<file path="src/rtl/stopwatch_pkg.sv">
// rtl/stopwatch_pkg.sv - shared types and helpers for the stopwatch counter
package stopwatch_pkg;

   typedef enum logic [1:0] {
      ST_IDLE,
      ST_RUN,
      ST_PAUSED,
      ST_DONE
   } sw_state_t;

   function automatic int calc_div(input int clk_hz, input int tick_hz);
      return clk_hz / tick_hz;
   endfunction

   function automatic logic [3:0] digit_max(input int i, input logic [31:0] mask);
      return mask[i[4:0]] ? 4'd5 : 4'd9;
   endfunction

endpackage

</file>
<file path="src/rtl/bcd_updown_digit.sv">
// rtl/bcd_updown_digit.sv - one BCD digit (0..9 or 0..5) with up/down step and carry/borrow out
module bcd_updown_digit
   import stopwatch_pkg::*;
#(
   parameter bit IS_RADIX6 = 1'b0
) (
   input  logic       clk,
   input  logic       rst,
   input  logic       en,
   input  logic       dir,
   input  logic       load,
   input  logic       clear,
   input  logic [3:0] preset,
   output logic [3:0] value,
   output logic       carry_out,
   output logic       borrow_out
);

   localparam logic [3:0] MAX = digit_max(0, {31'b0, IS_RADIX6});

   always_ff @(posedge clk or negedge rst) begin
      if (!rst) begin
         value <= '0;
      end else if (clear) begin
         value <= '0;
      end else if (load) begin
         value <= preset;
      end else if (en) begin
         if (dir) value <= (value == 4'd0) ? MAX : value - 4'd1;
         else     value <= (value == MAX)  ? 4'd0 : value + 4'd1;
      end
   end

   assign carry_out  = en && !dir && (value == MAX);
   assign borrow_out = en &&  dir && (value == 4'd0);

endmodule

</file>
<file path="src/rtl/stopwatch_core.sv">
// rtl/stopwatch_core.sv - synchronous N-digit mixed-radix BCD stopwatch with lap freeze and countdown
module stopwatch_core
   import stopwatch_pkg::*;
#(
   parameter int              CLK_HZ      = 50_000_000,
   parameter int              TICK_HZ     = 1000,
   parameter int              NDIG        = 7,
   parameter logic [NDIG-1:0] RADIX6_MASK = 7'b1010000
) (
   input  logic                clk_50Mhz,
   input  logic                rst,
   input  logic                start,
   input  logic                pause,
   input  logic                clear,
   input  logic                load,
   input  logic                dir,
   input  logic                lap,
   input  logic [4*NDIG-1:0]   preset,
   output logic [4*NDIG-1:0]   dispbuf,
   output logic                running,
   output logic                lap_active,
   output logic                wrap,
   output logic                done
);

   localparam int              DIV  = calc_div(CLK_HZ, TICK_HZ);
   localparam int              PW   = $clog2(DIV);
   localparam logic [PW-1:0]   LAST = PW'(DIV - 1);
   localparam logic [4*NDIG-1:0] ONE = (4*NDIG)'(1);

   sw_state_t          state;
   logic [PW-1:0]      presc;
   logic [4*NDIG-1:0]  count;
   logic [4*NDIG-1:0]  lap_reg;
   logic [4*NDIG-1:0]  preset_clamped;
   logic [NDIG-1:0]    en_chain;
   logic [NDIG-1:0]    carry;
   logic [NDIG-1:0]    borrow;
   logic               tick;
   logic               cmd_reset;
   logic               to_zero;
   logic               unused_borrow_msb;

   assign cmd_reset         = clear || load;
   assign tick              = (state == ST_RUN) && (presc == LAST);
   // A down step from exactly ...0001 is the only step that lands on all-zero.
   assign to_zero           = en_chain[0] && dir && (count == ONE);
   assign unused_borrow_msb = borrow[NDIG-1];

   for (genvar i = 0; i < NDIG; i++) begin : g_dig
      localparam logic [3:0] DMAX = digit_max(i, 32'(RADIX6_MASK));

      assign preset_clamped[4*i +: 4] = (preset[4*i +: 4] > DMAX) ? DMAX : preset[4*i +: 4];

      if (i == 0) begin : g_lsd
         assign en_chain[i] = tick && !cmd_reset;
      end else begin : g_upper
         assign en_chain[i] = carry[i-1] | borrow[i-1];
      end

      bcd_updown_digit #(
         .IS_RADIX6(RADIX6_MASK[i])
      ) u_digit (
         .clk        (clk_50Mhz),
         .rst        (rst),
         .en         (en_chain[i]),
         .dir        (dir),
         .load       (load),
         .clear      (clear),
         .preset     (preset_clamped[4*i +: 4]),
         .value      (count[4*i +: 4]),
         .carry_out  (carry[i]),
         .borrow_out (borrow[i])
      );
   end

   always_ff @(posedge clk_50Mhz or negedge rst) begin
      if (!rst) begin
         state      <= ST_IDLE;
         presc      <= '0;
         lap_reg    <= '0;
         lap_active <= 1'b0;
         wrap       <= 1'b0;
         done       <= 1'b0;
      end else begin
         wrap <= carry[NDIG-1];
         done <= 1'b0;

         if (state == ST_RUN) presc <= tick ? '0 : presc + 1'b1;

         if (cmd_reset) begin
            state <= ST_IDLE;
            presc <= '0;
         end else if (to_zero) begin
            state <= ST_DONE;
            done  <= 1'b1;
         end else if (pause) begin
            if (state == ST_RUN) state <= ST_PAUSED;
         end else if (start && state != ST_RUN) begin
            if (dir && count == '0) begin
               state <= ST_DONE;
               done  <= 1'b1;
            end else begin
               state <= ST_RUN;
            end
         end

         // lap_reg captures the pre-tick count when lap and tick coincide.
         if (cmd_reset) begin
            lap_active <= 1'b0;
         end else if (lap) begin
            if (lap_active) begin
               lap_active <= 1'b0;
            end else if (state == ST_RUN || state == ST_PAUSED) begin
               lap_reg    <= count;
               lap_active <= 1'b1;
            end
         end
      end
   end

   assign dispbuf = lap_active ? lap_reg : count;
   assign running = (state == ST_RUN);

endmodule

</file>
<file path="config.mk">
export PLATFORM = sky130hd
export DESIGN_NAME = stopwatch_core
export DESIGN_NICKNAME = d
export VERILOG_FILES = /design/src/rtl/stopwatch_pkg.sv /design/src/rtl/bcd_updown_digit.sv /design/src/rtl/stopwatch_core.sv
export SDC_FILE = /design/constraint.sdc
export NUM_CORES = 1
export LEC_CHECK = 0
export CAP_MARGIN = 5
export CORE_MARGIN = 2
export CORE_UTILIZATION = 37
export DETAILED_ROUTE_END_ITERATION = 8
export GPL_TIMING_DRIVEN = 0
export REMOVE_ABC_BUFFERS = 1
export SLEW_MARGIN = 0
export SYNTH_ARGS = -nofsm -noshare
export SYNTH_HDL_FRONTEND = slang
export SYNTH_SLANG_ARGS = --single-unit
</file>
<file path="constraint.sdc">
create_clock -name clk_50Mhz -period 3.15 [get_ports clk_50Mhz]
set_input_delay 0.315 -clock clk_50Mhz [delete_from_list [all_inputs] [get_ports clk_50Mhz]]
set_output_delay 0.315 -clock clk_50Mhz [all_outputs]
set_load 0.05 [all_outputs]
</file>
Word level (Yosys, flattened, before mapping)
Cells that the tools add are included.

$add $sub $neg: 15. Reductions and logical operators: 55. Equality and inequality tests: 13. Bitwise logic cells: 8. Muxes and demuxes: 68. Magnitude comparators: 7.

Operators by type and width (number): $mux W4 (49); $mux W16 (3); $logic_and A1 B1 Y1 (31); $add A4 B1 Y4 const B (7); $eq A28 B1 Y1 const B (1); $logic_not A28 Y1 (1); $logic_not A4 Y1 (7); $mux W28 (1); $sub A4 B1 Y4 const B (7); $reduce_bool A3 Y1 (7); $eq A4 B4 Y1 const B (5); $gt A4 B4 Y1 const B (5); $add A16 B1 Y16 const B (1); $eq A16 B16 Y1 const B (1); $mux W2 (6); $mux W1 (9); $eq A4 B3 Y1 const B (2); $gt A4 B3 Y1 const B (2); $or A1 B1 Y1 (6); $ne A4 B1 Y1 const B (1); $reduce_and A4 Y1 (1); $reduce_bool A2 Y1 (2); $reduce_bool A4 Y1 (1); $eq A2 B1 Y1 const B (1); 6 further kinds (9).

Logic and storage cells: 179. Register bits: 77. Output and inout bits: 32.

Longest topological paths before layout
Gate-level depths: netlist of the first run.

Depth after elaboration: 24. Gate-level depth with buffers: 8. Mapped depth without buffers: 7.

By module
A second synthesis of the first run with hierarchy kept.

Cells, all modules: 603. Area total of the unflattened synthesis: 5550.3 µm².

Modules (own cells, without submodules): stopwatch_core (cells each 258, area each 2765.2 µm², times used 1); bcd_updown_digit at g_dig[0].u_digit ... (cells each 51, area each 407.9 µm², times used 5); bcd_updown_digit at g_dig[4].u_digit ... (cells each 45, area each 372.9 µm², times used 2).

Worst setup path before layout of the first run
No wires, ideal clock.

Path type: register -> register. Start point: register state[1]. End point: register g_dig[5].u_digit.value[3]. Path buffers: 0. Arrival time: 2.454 ns. Clock period less this slack: 2.578 ns. Stages on the path, launching flop included: 8. Slack: 0.572 ns. Cells stage by stage: dfrtp_1 > inv_1 > ha_1 > and4b_1 > nand4_1 > nor4_4 > nor2_2 > mux2_2.

Word-level cells in the longest chain between the ends: 19. Elaborated cells between the ends (all ways): 29. Classes of those cells: eq/ne (1); bitwise (5); reduce/logical (23).

RTL lines: start, declared (line stopwatch_core.sv:31) `sw_state_t state;`; start signal, assigned (line stopwatch_core.sv:79) `state <= ST_IDLE;`; start signal, assigned (line stopwatch_core.sv:92) `state <= ST_IDLE;`; start signal, assigned (line stopwatch_core.sv:95) `state <= ST_DONE;`; $eq A2 B1 Y1 (*); via running (line stopwatch_core.sv:20) `output logic running,`; $logic_and A1 B1 Y1 (*) (line stopwatch_core.sv:45) `assign tick = (state == ST_RUN) && (presc == LAST);`; $logic_and A1 B1 Y1 (*) (line stopwatch_core.sv:56) `assign en_chain[i] = tick && !cmd_reset;`; $logic_and A1 B1 Y1, on equally long branches (2 in series) (line bcd_updown_digit.sv:34, bcd_updown_digit.sv:35); $or A1 B1 Y1 (*) (line stopwatch_core.sv:58) `assign en_chain[i] = carry[i-1] | borrow[i-1];`; $logic_and A1 B1 Y1, on equally long branches (2 in series) (line bcd_updown_digit.sv:34, bcd_updown_digit.sv:35); $or A1 B1 Y1 (*) (line stopwatch_core.sv:58); $logic_and A1 B1 Y1, on equally long branches (2 in series) (line bcd_updown_digit.sv:34, bcd_updown_digit.sv:35); $or A1 B1 Y1 (*) (line stopwatch_core.sv:58); $logic_and A1 B1 Y1, on equally long branches (2 in series) (line bcd_updown_digit.sv:34, bcd_updown_digit.sv:35); $or A1 B1 Y1 (*) (line stopwatch_core.sv:58); $logic_and A1 B1 Y1, on equally long branches (2 in series) (line bcd_updown_digit.sv:34, bcd_updown_digit.sv:35); $or A1 B1 Y1 (*) (line stopwatch_core.sv:58); $reduce_bool A3 Y1 (no line) (*); end signal, assigned (line bcd_updown_digit.sv:27) `value <= preset;`; end signal, assigned (line bcd_updown_digit.sv:29) `if (dir) value <= (value == 4'd0) ? MAX : value - 4'd1;`; end signal, assigned (line bcd_updown_digit.sv:30) `else value <= (value == MAX) ? 4'd0 : value + 4'd1;`; end, declared (line bcd_updown_digit.sv:14) `output logic [3:0] value,`.

The timed path passes the listed nets; every way through them passes the cells marked *. A chain may end at the register's enable or synchronous reset.

Final worst setup path of the first run
Start point: input port clear. End point: register lap_reg[12].

Word-level cells in the longest chain between the ends: 3.

RTL lines: start, declared (line stopwatch_core.sv:14) `input logic clear,`; $logic_or A1 B1 Y1 (line stopwatch_core.sv:44) `assign cmd_reset = clear || load;`; $not A1 Y1 (no line); $reduce_and A4 Y1 (no line); end signal, assigned (line stopwatch_core.sv:115) `lap_reg <= count;`; end, declared (line stopwatch_core.sv:34) `logic [4*NDIG-1:0] lap_reg;`.

No other way between the ends.

==> results.yml, run 1 <==
run_status:
  status: "finished, final reports clean"
worst_setup_path:
  critPathBufInv: 1
  max_stage_delay_ns: 1.08
  critical_path_class: "primary input to register"
  critPathTopFamily: "simple AND/OR/NAND/NOR gates"
  start_kind: "primary input"
  crit_arrival_ns: 3.21
  cp_cell_sequence: "clkdlybuf4s50_1, or2_2, or2_2, mux2_2"
  cp_slowest_cell: "clkdlybuf4s50_1"
  cp_common_cell: "or2_2"
  worstPathMaxFanout: 44
  required_ns: 3.38
  end_kind: "register"
grt:
  grt_usage_pct: 18.6
  grt_pass1_vias: 4325
  grt_max_degree: 68
  grt_pass1_wl_mm: 22.2
  antenna_found_initial: 0
  grt_overflow: 0
detailed_routing:
  viasPerCell: 5.57
  wl_met3_um: 579
  drc: 0
  ant_nets: 0
  route.met2.wl_mm: 6.28
  wl_per_cell_um: 16.5
  route.final.wire_length_mm: 13.6
  highest_layer: "met4"
  drt_first_pass_iters: 5
  m1WireLength_mm: 6.60
  num_vias: 4608
  drt-initial-drc-count: 323
floorplanning:
  core-area_sq_um: 13900
  dieArea_sq_um: 15300
  die_w_um: 124
  start_util_pct: 38.0
  row_count: 43
  design.portCount: 68
  fp.dieH_um: 124
final_layout:
  antennaDiodeCount: 0
  drive_gt1_share_pct: 10.4
  final_common_cell: "dfrtp_1"
  fin_util_pct: 45.7
  syn_to_final_growth_pct: 20.2
  nets: 698
  layout_common_cells: "dfrtp_1 (76), clkdlybuf4s50_1 (64), o21ai_0 (61), nand2_1 (59), nor2_1 (49)"
synthesis:
  synthArstFlopShare_pct: 100
  synthDistinctLibCells: 67
  synth_warnings: 0
  synth-edff-count: 0
  synth_cells: 605
  synth_ff_type: "dfrtp_1"
  yosysSeqAreaShare_pct: 36.4
  syn-cell-area_sq_um: 5300
  syn_avg_cell_area_sq_um: 8.75
  ys_seq_elements: 77
sta:
  tns_ns: 0
  hold_viol: 0
  tightest_slew_ns: 1.12
  max_slew_margin_pct: 25.2
  min_period_ns: 2.98
  clock_skew_ns: 0.0104
  rsz0062_at_grt: "false"
  slew_violations: 0
  max_freq_mhz: 336
  setup_violations: 0
  finalCritPeriodShare_pct: 94.5
  holdWs_ns: 0.357
clocking:
  worstSkewPairLatency_ns: 0.35
  clockRootBuffer: "clkbuf_16"
  cts_htree_levels: 3
  clock-sinks: 77
  clockBufferDepth: 2
  cts_buffers: 9
  tritoncts: "built"
  cts.clk_slew.worst_paths_ns: 0.06
place:
  portBuffers: 67
  place_congestion: 0.843
  hpwl_mm: 9.31
power:
  power_mw: 2.91
  power_density_nw_per_um2: 457
  leakage_nw: 2.65
  ir_drop_uv: 278
flow_run:
  drv_cap: 0
hold_path:
  hold_class: "primary input to async pin"
## area by class of cell
cell class,count,area (sq um)
Fill cell,1328,7570
Multi-Input combinational cell,457,3100
Sequential cell,77,1930
Timing Repair Buffer,69,703
Clock buffer,12,256
Tap cell,180,225
Inverter,28,105
Clock inverter,4,47.5
## power by group
group,internal [mW],switching (mW),leakage [nW],total (mW)
Combinational,0.281,0.373,1.46,0.654
Clock,0.655,0.419,0.149,1.07
Sequential,1.08,0.101,1.04,1.18
## what timing repair did
action	CTS	global route
endpoints found under the hold margin	10	0
setup buffers	0	0
gates resized for setup	0	1
hold buffers	1	0
endpoints found under the setup margin	0	13
## cells by family (layout without fill, tap and decap cells)
kind of cell | Yosys count | in the layout | synth area share, %
adder cells (fa/ha/maj) | 20 | 20 | 4.72
flip-flops | 77 | 77 | 36.4
buffers and inverters | 71 | 113 | 5.10
XOR/XNOR | 21 | 21 | 3.47
AO/OA/AOI/OAI | 164 | 164 | 20.0
AND/OR/NAND/NOR | 210 | 210 | 21.4
multiplexers | 42 | 42 | 8.93
## per-layer routing
| layer | vias up | track usage (%) |
|---|---|---|
| met5 | - | 0 |
| met4 | 0 | 6.68 |
| met3 | 13 | 2.43 |
| met2 | 112 | 28.9 |
| met1 | 2221 | 26.7 |
| li1 | 2262 | - |
## cell usage after synthesis (5+ instances only)
cell type  count  area share (%)
a211o_1        5            0.83
xnor2_1        9             1.5
mux2i_1        9             1.7
mux2_2        32             6.8
a221oi_1       7             1.2
clkbuf_1      40             2.8
a31oi_1       10             1.2
and3_1         5            0.59
nand2_1       59             4.2
o21ai_0       61             5.8
a21oi_1       32             3.0
nor3_1        10            0.94
inv_1         28             2.0
nor4bb_1       5            0.94
a22o_1         6            0.99
nand4_1       10             1.2
ha_1          20             4.7
nor2_1        49             3.5
xor2_1        12             2.0
nand3b_1       6            0.85
dfrtp_1       77              36
nand2b_1      14             1.7
nand3_1       15             1.4
## final timing paths
check	start	end	slack, ns	depth (start not counted)
setup / recovery	clear	lap_reg[12]$_DFFE_PN0P_	0.17	4
hold / removal	rst	presc[5]$_DFFE_PN0P_	0.36	2
setup reg to reg	g_dig[1].u_digit.value[1]$_DFFE_PN0P_	g_dig[5].u_digit.value[3]$_DFFE_PN0P_	0.30	7
hold reg to reg	lap_reg[25]$_DFFE_PN0P_	lap_reg[25]$_DFFE_PN0P_	0.48	2
max in group asynchronous	rst	lap_reg[26]$_DFFE_PN0P_	2.22	3
min in group clk_50Mhz	lap_reg[25]$_DFFE_PN0P_	lap_reg[25]$_DFFE_PN0P_	0.48	2
## per-stage QoR
stage	cells	worst slack (ns)	cell area, sq um
finish	827	0.172	6360
global route	827	0.0104	6360
CTS	827	0.0560	6360
floorplan	562	0.572	5130
detailed placement	810	-0.309	6050
global placement	809	-1.13	6030
No activity file was read; power rests on OpenSTA's default activity.
==> run 2: changes to the inputs <==
--- a/config.mk
+++ b/config.mk
@@ -8,6 +8,7 @@
 export CAP_MARGIN = 5
 export CORE_MARGIN = 2
 export CORE_UTILIZATION = 37
+export CTS_CLUSTER_DIAMETER = 80
 export DETAILED_ROUTE_END_ITERATION = 8
 export GPL_TIMING_DRIVEN = 0
 export REMOVE_ABC_BUFFERS = 1
==> results of run 2 <==
Same layout as run 1: the final DEF is identical, and so are final timing and power.
